==> src/rtl/fifo_stream_reader.sv <==
// Read-side engine for a synchronous FIFO: issues reads and re-times the data into a valid/ready stream.
// Latency: fifo_rd_en in cycle N -> m_valid in cycle N+2 (one FIFO read cycle, one buffer register).
// Backpressure: a 2-entry output buffer plus read credit keeps full throughput under m_ready stalls, with no loss or duplication.
//
// Ports:
//   clk, rst                        single clock, synchronous active-high reset
//   en                              fetch enable (dropping it finishes any in-flight read)
//   fifo_rd_en / fifo_dout          FIFO read request and read data (data is valid the cycle after the request)
//   fifo_empty / fifo_underflow     FIFO status flags
//   m_valid / m_data / m_ready      output stream
//   busy, xfer_count, err_underflow status outputs
module fifo_stream_reader #(
    parameter int DATA_WIDTH = 16,
    parameter int CNT_WIDTH  = 16
) (
    input  logic                  clk,
    input  logic                  rst,
    input  logic                  en,
    output logic                  fifo_rd_en,
    input  logic [DATA_WIDTH-1:0] fifo_dout,
    input  logic                  fifo_empty,
    input  logic                  fifo_underflow,
    output logic                  m_valid,
    output logic [DATA_WIDTH-1:0] m_data,
    input  logic                  m_ready,
    output logic                  busy,
    output logic [CNT_WIDTH-1:0]  xfer_count,
    output logic                  err_underflow
);

    typedef enum logic [1:0] {
        S_IDLE   = 2'd0,
        S_ACTIVE = 2'd1,
        S_STOP   = 2'd2
    } state_t;

    state_t                state;
    state_t                state_nxt;

    logic [1:0]            occ;        // output buffer occupancy, 0..2
    logic                  inflight;   // read issued last cycle, its data lands this cycle
    logic [DATA_WIDTH-1:0] head;       // oldest buffered word, drives m_data
    logic [DATA_WIDTH-1:0] skid;       // second word, only used while head is stalled
    logic                  pop;
    logic                  push;
    logic [2:0]            credit_used;

    assign m_valid = (occ != 2'd0);
    assign m_data  = head;
    assign pop     = m_valid && m_ready;
    // A landing word is discarded when the FIFO reports underflow in that cycle.
    assign push    = inflight && !fifo_underflow;

    // Slots that will be occupied next cycle if no new read is issued.
    // pop implies occ >= 1, so this never goes negative.
    assign credit_used = {1'b0, occ} + {2'b00, inflight} - {2'b00, pop};

    // ---------------- FSM: state register ----------------
    always_ff @(posedge clk) begin
        if (rst) begin
            state <= S_IDLE;
        end else begin
            state <= state_nxt;
        end
    end

    // ---------------- FSM: next state ----------------
    always_comb begin
        state_nxt = state;
        case (state)
            S_IDLE: begin
                if (en) state_nxt = S_ACTIVE;
            end
            S_ACTIVE: begin
                if (!en) begin
                    // A read still outstanding after this cycle has to land before IDLE.
                    if (inflight || fifo_rd_en) state_nxt = S_STOP;
                    else                        state_nxt = S_IDLE;
                end
            end
            S_STOP: begin
                // No reads are issued in STOP, so the single outstanding read
                // lands during this cycle; en is ignored here.
                state_nxt = S_IDLE;
            end
            default: state_nxt = S_IDLE;
        endcase
    end

    // ---------------- FSM: outputs ----------------
    always_comb begin
        fifo_rd_en = 1'b0;
        busy       = 1'b0;
        // Combinational m_ready -> fifo_rd_en path is deliberate: a pop this
        // cycle frees a slot for the read issued this cycle.
        if (!rst && (state == S_ACTIVE) && !fifo_empty && (credit_used < 3'd2)) begin
            fifo_rd_en = 1'b1;
        end
        if ((state != S_IDLE) || (occ != 2'd0)) begin
            busy = 1'b1;
        end
    end

    // ---------------- output buffer ----------------
    always_ff @(posedge clk) begin
        if (rst) begin
            occ      <= 2'd0;
            inflight <= 1'b0;
            head     <= '0;
            skid     <= '0;
        end else begin
            inflight <= fifo_rd_en;
            case ({push, pop})
                2'b10: begin
                    // Credit guarantees occ < 2 here.
                    if (occ == 2'd0) head <= fifo_dout;
                    else             skid <= fifo_dout;
                    occ <= occ + 2'd1;
                end
                2'b01: begin
                    if (occ == 2'd2) head <= skid;
                    occ <= occ - 2'd1;
                end
                2'b11: begin
                    // Occupancy unchanged; the new word goes to the tail.
                    if (occ == 2'd2) begin
                        head <= skid;
                        skid <= fifo_dout;
                    end else begin
                        head <= fifo_dout;
                    end
                end
                default: begin
                end
            endcase
        end
    end

    // ---------------- status ----------------
    always_ff @(posedge clk) begin
        if (rst) begin
            xfer_count    <= '0;
            err_underflow <= 1'b0;
        end else begin
            if (pop)            xfer_count    <= xfer_count + 1'b1;
            if (fifo_underflow) err_underflow <= 1'b1;
        end
    end

endmodule

==> config.mk <==
export PLATFORM = sky130hd
export DESIGN_NAME = fifo_stream_reader
export DESIGN_NICKNAME = d
export VERILOG_FILES = /design/src/rtl/fifo_stream_reader.sv
export SDC_FILE = /design/constraint.sdc
export NUM_CORES = 1
export LEC_CHECK = 0
export ABC_CLOCK_PERIOD_IN_PS = 3400
export CORE_MARGIN = 8
export CORE_UTILIZATION = 45
export CTS_CLUSTER_SIZE = 30
export DETAILED_ROUTE_END_ITERATION = 6
export PLACE_DENSITY = 0.73
export SKIP_CTS_REPAIR_TIMING = 1
export SYNTH_ARGS = -nofsm -noshare
export SYNTH_HDL_FRONTEND = slang
export SYNTH_SLANG_ARGS = --single-unit
export TNS_END_PERCENT = 10
==> constraint.sdc <==
create_clock -name clk -period 3.4 [get_ports clk]
set_input_delay 0.68 -clock clk [delete_from_list [all_inputs] [get_ports clk]]
set_output_delay 0.68 -clock clk [all_outputs]
set_load 0.03 [all_outputs]
==> out/metrics.cfg, run 1 <==
[outcome]
outcome=finished clean

[route]
drc=0
routed_via_density=5.30
num_vias=2015
wirelength_um=5520
drtIter0Drc=89
wl_per_cell_um=14.5
ant_nets=0
firstDrtPassIters=4

[die]
dieHeight_um=89.3
rows=26
dieWidth_um=89.3
io_pins=58
coreArea_um2=5140
initial_core_util_pct=47.1
dieArea_um2=7980

[critical_path]
crit_chain=or2_0, nand2_2, inv_2, ha_1, nand2b_1, fa_1, xor2_1, nor4b_2, buf_4
slowest_delay_ns=0.37
cp_slowest_cell=fa_1
reg2reg_to=m_data[11]
rr_startpoint=occ[0]
required_ns=2.72
worst-path-max-fanout=2
reg2reg_slack_ns=0.90
r2r_cells=9
crit_arrival_ns=2.45
cp-end-kind=output port
crit_buf_inv=2
crit_cells=9
crit_family=simple AND/OR/NAND/NOR gates
criticalPathCategory=register to output port
start_kind=register

[sta]
worst_slew_pin_slew_ns=0.559
rsz0062_at_grt=no
slew_headroom_pct=62.7
fin_crit_sh_pct=92.1
hold_slack_ns=0.448
hold_viol_final=0
setup_ws_ns=0.270
period_needed_ns=3.13
slew_violations=0
fin_skew_ns=0.0127
fmax_mhz=319
setup_viol=0

[pwr]
p_per_area_nw_per_um2=371
switchingPower_w=0.000297
p_int_w=0.000880
seq_power_share_pct=55.4
comb_power_share_pct=12.5
pwr-share-clk_pct=32.2
p_leak_nw=1.10
switching_share_pct=25.2
vdd_drop_max_uv=221

[global_routing]
grt_max_degree=55
gr-total-overflow=0
grt_pass1_wl_um=9180
grt_use_total_pct=14.6
antenna_found_initial=0
grt_pass1_vias=1952

[placement]
place.gp.congestion=0.767
port_buffers=57
pre_cts_ws_ns=-0.0124
hpwl_um=3900

[synthesis]
yosysWarnings=0
ys_types=41
synth_seq_area_share_pct=44.7
synth_cells=250
syn_area_per_cell_um2=9.68
synthesis.nets=278
netlist_area_um2=2420
ys_ff_latch=54

[cts]
clock-sinks=54
cts_tree=done
cts_max_level=2
cts_buffer_depth=2
clk_latency_ns=0.31
clock-root-buffer=clkbuf_8
tritoncts.num_buffers=5
cts.clk_slew.worst_paths_ns=0.10

[cells_and_area]
utilization_pct=61.8
layout_common_cells=dfxtp_1 (54), clkdlybuf4s50_1 (54), nor2_1 (51), nor3_1 (21), mux2i_1 (16)
finalNetCount=337
drive_gt1_share_pct=12.3
syn_to_final_growth_pct=31.2
diodes=0

[min_path]
whs_endpoint=state[0]
min_from=state[1]
hold_path_class=register to register
hold_depth=1

[flow_run]
maxCapViolations=0

-- synth_stat cells --
cell type | count | area [um^2]
a21oi_1 | 4 | 20.0
a221oi_1 | 6 | 52.6
a221oi_2 | 10 | 150
buf_1 | 2 | 7.51
buf_2 | 4 | 20.0
buf_4 | 4 | 30.0
buf_6 | 1 | 11.3
clkbuf_1 | 3 | 11.3
dfxtp_1 | 54 | 1080
fa_1 | 1 | 20.0
ha_1 | 5 | 62.6
inv_1 | 4 | 15.0
inv_2 | 1 | 3.75
mux2_2 | 2 | 22.5
mux2i_1 | 16 | 160
nand2_1 | 7 | 26.3
nand2_2 | 1 | 6.26
nand2b_1 | 2 | 12.5
nand3_1 | 6 | 30.0
nand4_1 | 3 | 18.8
nand4bb_1 | 1 | 11.3
nor2_1 | 51 | 191
nor2b_1 | 3 | 18.8
nor3_1 | 21 | 105
nor3b_1 | 1 | 7.51
nor4_1 | 4 | 25.0
nor4b_1 | 2 | 17.5
o2111ai_1 | 1 | 8.76
o211a_1 | 1 | 10.0
o211a_4 | 1 | 17.5
o211ai_1 | 1 | 7.51
o211ai_4 | 1 | 21.3
o21a_4 | 1 | 15.0
o21ai_0 | 3 | 15.0
or2_0 | 1 | 6.26
or3_1 | 4 | 25.0
or3b_2 | 1 | 8.76
or4b_1 | 1 | 10.0
or4b_4 | 1 | 13.8
xnor2_1 | 10 | 87.6
xor2_1 | 4 | 35.0
-- layer usage --
metal / vias up / share of wire [%] / GRT usage [%]
li1: 1005 / - / -
met1: 956 / 47 / 17.5
met2: 47 / 46 / 24.4
met3: 7 / 5.7 / 3.95
met4: 0 / 1.2 / 4.83
met5: - / 0 / 0
-- worst max-delay path by stage --
stage / startpoint / endpoint / slack (ns)
2_1_floorplan: occ[1] / fifo_rd_en / 0.09
3_3_place_gp: m_ready / fifo_rd_en / -0.01
3_5_place_dp: m_ready / fifo_rd_en / -0.01
4_1_cts: m_ready / fifo_rd_en / -0.02
5_1_grt: occ[0] / fifo_rd_en / 0.14
6_report: occ[0] / fifo_rd_en / 0.27
-- through the flow --
stage          setup TNS [ns]  area, um^2  instances  total power (W)
6_report                    0        3170        380          0.00118
5_1_grt                     0        3170        380          0.00123
4_1_cts               -0.0220        3170        380          0.00119
3_5_place_dp          -0.0124        3080        372         0.000814
3_3_place_gp          -0.0128        3080        372         0.000813
2_1_floorplan               0        2430        250         0.000745
-- logic make-up (layout without fill, tap and decap cells) --
group	Yosys count	in the layout	synth area share, %
buf+inv	19	79	4.08
xor+xnor	14	14	5.07
compound gates	29	29	13.1
mux	18	18	7.55
flops	54	54	44.7
fa+ha+maj	6	6	3.41
simple gates	110	110	22.1
-- state kept, by name (all words and copies together) (netlist names) --
name,count
xfer_count,16
inflight,1
occ,2
m_data,16
err_underflow,1
skid,16
state,2
-- area by class of cell --
| cell class | count | area, um^2 |
|---|---|---|
| inverters | 5 | 18.8 |
| clock buffers | 7 | 86.3 |
| fillers | 458 | 1970 |
| clock inverters | 1 | 8.76 |
| repair buffers | 66 | 646 |
| multi-input cells | 177 | 1250 |
| well taps | 70 | 87.6 |
| flip-flops and latches | 54 | 1080 |
-- power groups by stage --
stage	combinational (W)	clock [W]	sequential (W)
after floorplan	0.0000602	0	0.000685
after global placement	0.000147	0	0.000666
after detailed placement	0.000148	0	0.000666
after CTS	0.000149	0.000393	0.000652
after global routing	0.000159	0.000416	0.000653
final	0.000147	0.000379	0.000652
(Power assumes the default switching activity.)
==> run 2, diff against run 1 <==
--- a/config.mk
+++ b/config.mk
@@ -5,12 +5,14 @@
 export SDC_FILE = /design/constraint.sdc
 export NUM_CORES = 1
 export LEC_CHECK = 0
+export ABC_AREA = 1
 export ABC_CLOCK_PERIOD_IN_PS = 3400
 export CORE_MARGIN = 8
 export CORE_UTILIZATION = 45
 export CTS_CLUSTER_SIZE = 30
 export DETAILED_ROUTE_END_ITERATION = 6
 export PLACE_DENSITY = 0.73
+export REMOVE_ABC_BUFFERS = 1
 export SKIP_CTS_REPAIR_TIMING = 1
 export SYNTH_ARGS = -nofsm -noshare
 export SYNTH_HDL_FRONTEND = slang
==> out/metrics.cfg, run 2 <==
[synthesis]
synth_ff_type=dfxtp_1
ys_ff_latch=54
synth_top_cell_by_area=dfxtp_1
synth_top_area_share_pct=43.8
synthArstFlopShare_pct=0
netlist_area_um2=2470
ys_types=25
synth_seq_area_share_pct=43.8
yosysWarnings=0
synth_edf_count=0
syn_area_per_cell_um2=6.76
synth.most_common_cell=nor2_1
synth_area_leaders=dfxtp_1 (44%), nor2_1 (16%), nand2_1 (10%)
synth_common_cells=nor2_1 (103), nand2_1 (67), dfxtp_1 (54)
synth_cells=365

[die]
dieHeight_um=90.0
io_pins=58
coreArea_um2=5410
initial_core_util_pct=45.6
rows=27
dieArea_um2=8110
dieWidth_um=90.0

[cts]
cts.clk_slew.worst_paths_ns=0.08
cts_tree=done
cts_buffer_depth=2
clk_latency_ns=0.30
clock-root-buffer=clkbuf_8
clock-sinks=54
cts_max_level=2
tritoncts.num_buffers=5

[global_routing]
grt_use_total_pct=15.0
gr-total-overflow=0
grt_pass1_wl_um=10500
grt_pass1_vias=2357
grt_max_degree=35
antenna_found_initial=0

[sta]
tns_ns=0
slew_violations=0
fmax_mhz=314
fin_skew_ns=0.00566
hold_viol_final=0
fin_crit_sh_pct=93.5
worst_slew_pin_slew_ns=0.567
rsz0062_at_grt=no
setup_viol=0
hold_slack_ns=0.435
period_needed_ns=3.18
slew_headroom_pct=62.1

[critical_path]
worst_path_most_repeated_cell=nor2_1
r2r_cells=9
reg2reg_slack_ns=1.04
criticalPathCategory=register to output port
crit_chain=nor2_1, nor2_2, ha_1, or2_2, fa_1, nand4_1, nor2_1, buf_4
slowest_delay_ns=0.49
crit_arrival_ns=2.50
required_ns=2.72
worst-path-max-fanout=6
reg2reg_to=m_data[4]
cp-end-kind=output port
rr_startpoint=occ[1]
cp_slowest_cell=fa_1
crit_start=occ[1]
crit_end=fifo_rd_en
start_kind=register

[cells_and_area]
final_common_cell=nor2_1
diodes=0
utilization_pct=59.1
fill_cells=549
syn_to_final_growth_pct=29.4
finalNetCount=448
layout_common_cells=nor2_1 (102), nand2_1 (67), clkdlybuf4s50_1 (55), dfxtp_1 (54), o21ai_0 (38)
drive_gt1_share_pct=4.99
fin_area_um2=3190

[route]
wirelength_um=5970
routed_via_density=4.89
drtIter0Drc=129
num_vias=2413
wl_per_cell_um=12.1
firstDrtPassIters=5
ant_nets=0
drc=0

[pwr]
p_leak_nw=1.36
p_per_area_nw_per_um2=362
vdd_drop_max_uv=246

[flow_run]
maxCapViolations=0

[min_path]
hold_path_class=register to register

[placement]
place.gp.congestion=0.829
port_buffers=57
post_dp_cell_area_um2=3100
hpwl_um=4190

[outcome]
outcome=finished clean

run 2: cell count changes after synthesis, moves of 6 or more:
cell and delta:
a221oi_1 -6, nand3_1 +22, inv_1 +19, o21ai_0 +35, a21oi_1 +7, mux2i_1 -16, nand2_1 +60, xnor2_1 -10
nor3_1 -17, nor2_1 +52, a221oi_2 -10
run 2: cells by family after synthesis:
kind of cell	Yosys count	synth area share, %
xor gates and xnor gates	1	0.355
adders and majority gates	6	3.35
DFF	54	43.8
AOI/OAI and AO/OA	55	11.6
buffers and inverters	40	6.65
and+or+nand+nor	209	34.2
run 2: worst min-delay path by stage:
stage / from / to / depth (start not counted)
after floorplan: state[1] / state[0] / 1
after global placement: state[1] / state[0] / 1
after detailed placement: state[1] / state[0] / 1
after CTS: state[1] / state[0] / 1
after global routing: state[1] / state[0] / 1
final: state[1] / state[0] / 1
run 2: critical path, delay by kind of cell (launching register included):
kind                     cells  cell delay [ns]
flip-flops                   1             0.48
AND/OR/NAND/NOR              5             0.83
buffers and inverters        1             0.18
adder cells (fa/ha/maj)      2             0.72
run 2: layer usage:
metal	share of wire [%]	vias up	global-route usage, %
li1	-	1276	-
met1	49	1060	18.9
met2	42	73	23.6
met3	8.5	4	5.82
met4	0.57	0	3.74
met5	0	-	0
run 2: power by group:
group          internal [W]  total [W]  switching [W]
sequential         0.000643   0.000651     0.00000829
combinational     0.0000618   0.000143      0.0000812
clock              0.000165   0.000362       0.000197
run 2: per-stage QoR:
stage | std cells | setup WS, ns | total power (W)
after floorplan | 351 | -0.441 | 0.000738
final | 493 | 0.220 | 0.00116
after CTS | 493 | -0.0989 | 0.00117
after global placement | 485 | -0.0744 | 0.000807
after detailed placement | 485 | -0.0926 | 0.000808
after global routing | 493 | 0.0713 | 0.00121
run 2: cell type report:
class | instances | area (um^2) | area share, %
clock buffer | 7 | 86.3 | 2.70
inverter | 26 | 97.6 | 3.06
timing repair buffer | 62 | 608 | 19.1
sequential | 54 | 1080 | 33.9
multi-input combinational | 271 | 1220 | 38.3
clock inverter | 1 | 5.00 | 0.157
tap | 72 | 90.1 | 2.82
==> run 3, diff against run 2 <==
--- a/config.mk
+++ b/config.mk
@@ -7,6 +7,7 @@
 export LEC_CHECK = 0
 export ABC_AREA = 1
 export ABC_CLOCK_PERIOD_IN_PS = 3400
+export CORE_ASPECT_RATIO = 0.75
 export CORE_MARGIN = 8
 export CORE_UTILIZATION = 45
 export CTS_CLUSTER_SIZE = 30
==> out/metrics.cfg, run 3 (same netlist as run 2, synthesis figures left out) <==
[global_routing]
gr-total-overflow=0
grt_use_total_pct=15.2
grt_pass1_wl_um=10100
grt_max_degree=31
antenna_found_initial=0
grt_pass1_vias=2250

[min_path]
hold_path_class=register to register

[die]
dieHeight_um=80.1
coreArea_um2=5320
io_pins=58
dieArea_um2=8130
rows=23
initial_core_util_pct=46.3
dieWidth_um=101

[critical_path]
required_ns=2.72
crit_arrival_ns=2.55
start_kind=register
criticalPathCategory=register to output port
cp-end-kind=output port
worst-path-max-fanout=6

[cts]
clock-sinks=54
tritoncts.num_buffers=5
cts.clk_slew.worst_paths_ns=0.10
cts_buffer_depth=2
cts_max_level=2
clk_latency_ns=0.31
clock-root-buffer=clkbuf_8
cts_tree=done

[sta]
slew_headroom_pct=60.0
slew_violations=0
setup_viol=0
fin_crit_sh_pct=95.0
tns_ns=0
fmax_mhz=309
worst_slew_pin_slew_ns=0.599
rsz0062_at_grt=no
hold_viol_final=0
fin_skew_ns=0.00818
period_needed_ns=3.23

[route]
num_vias=2449
firstDrtPassIters=4
wirelength_um=6040
drtIter0Drc=122
drc=0
wl_per_cell_um=12.1
routed_via_density=4.91
ant_nets=0

[cells_and_area]
diodes=0
syn_to_final_growth_pct=31.3
fill_cells=505
final_common_cell=nor2_1
fin_area_um2=3240
layout_common_cells=nor2_1 (101), nand2_1 (67), clkdlybuf4s50_1 (55), dfxtp_1 (54), o21ai_0 (38)
drive_gt1_share_pct=5.90
finalNetCount=451

[pwr]
vdd_drop_max_uv=192
p_per_area_nw_per_um2=361
p_leak_nw=1.38

[outcome]
outcome=finished clean

[placement]
post_dp_cell_area_um2=3130
port_buffers=57
hpwl_um=4310
place.gp.congestion=0.810

[flow_run]
maxCapViolations=0

-- run 3: cell count changes in the layout (fill, tap and decap cells not counted) --
cell | before | now
nor2_2 | 2 | 3
nor2_1 | 102 | 101
buf_12 | 0 | 1
buf_4 | 6 | 7
buf_6 | 0 | 1
-- run 3: cell type report --
cell class,count,area (um^2),share of cell area (%)
Multi-Input combinational cell,271,1230,37.9
Sequential cell,54,1080,33.4
Timing Repair Buffer,65,647,20.0
Inverter,26,97.6,3.02
Tap cell,75,93.8,2.90
Clock buffer,7,86.3,2.67
Clock inverter,1,5.00,0.155
-- run 3: metal layers --
metal	routed length [um]	global-route usage (%)	up-vias
li1	-	-	1278
met1	3050	19.9	1102
met2	2580	24.2	62
met3	330	3.54	7
met4	71	4.89	0
met5	0	0	-
-- run 3: path summary, 6_finish.rpt --
check | from | to | slack (ns) | depth (start not counted)
setup / recovery | occ[1] | fifo_rd_en | 0.17 | 8
hold / removal | state[1] | state[0] | 0.45 | 1
setup reg to reg | occ[1] | state[1] | 0.96 | 10
hold reg to reg | state[1] | state[0] | 0.45 | 1
-- run 3: power breakdown --
part           internal, W  leakage [nW]  switching [W]
logic            0.0000651         0.894      0.0000821
clock network     0.000165        0.0482       0.000207
registers         0.000643         0.436     0.00000803
total             0.000873          1.38       0.000297
-- run 3: stage by stage --
stage	setup WS, ns	std cells	util, %	hold slack, ns	power (W)
finish	0.168	499	60.8	0.446	0.00117
global route	0.0528	499	60.8	0.463	0.00122
floorplan	-0.441	351	-	0.412	0.000738
detailed placement	-0.104	490	58.7	0.431	0.000812
CTS	-0.130	498	60.4	0.445	0.00118
global placement	-0.0512	490	58.7	0.423	0.000811
-- run 3: critical path, cell delays in order, from the launching register on --
cell     delay [ns]
dfxtp_1        0.48
nor2_1         0.13
nor2_2         0.14
ha_1           0.23
or2_2          0.30
fa_1           0.49
nand4_1        0.12
nor2_2         0.19
buf_6          0.15
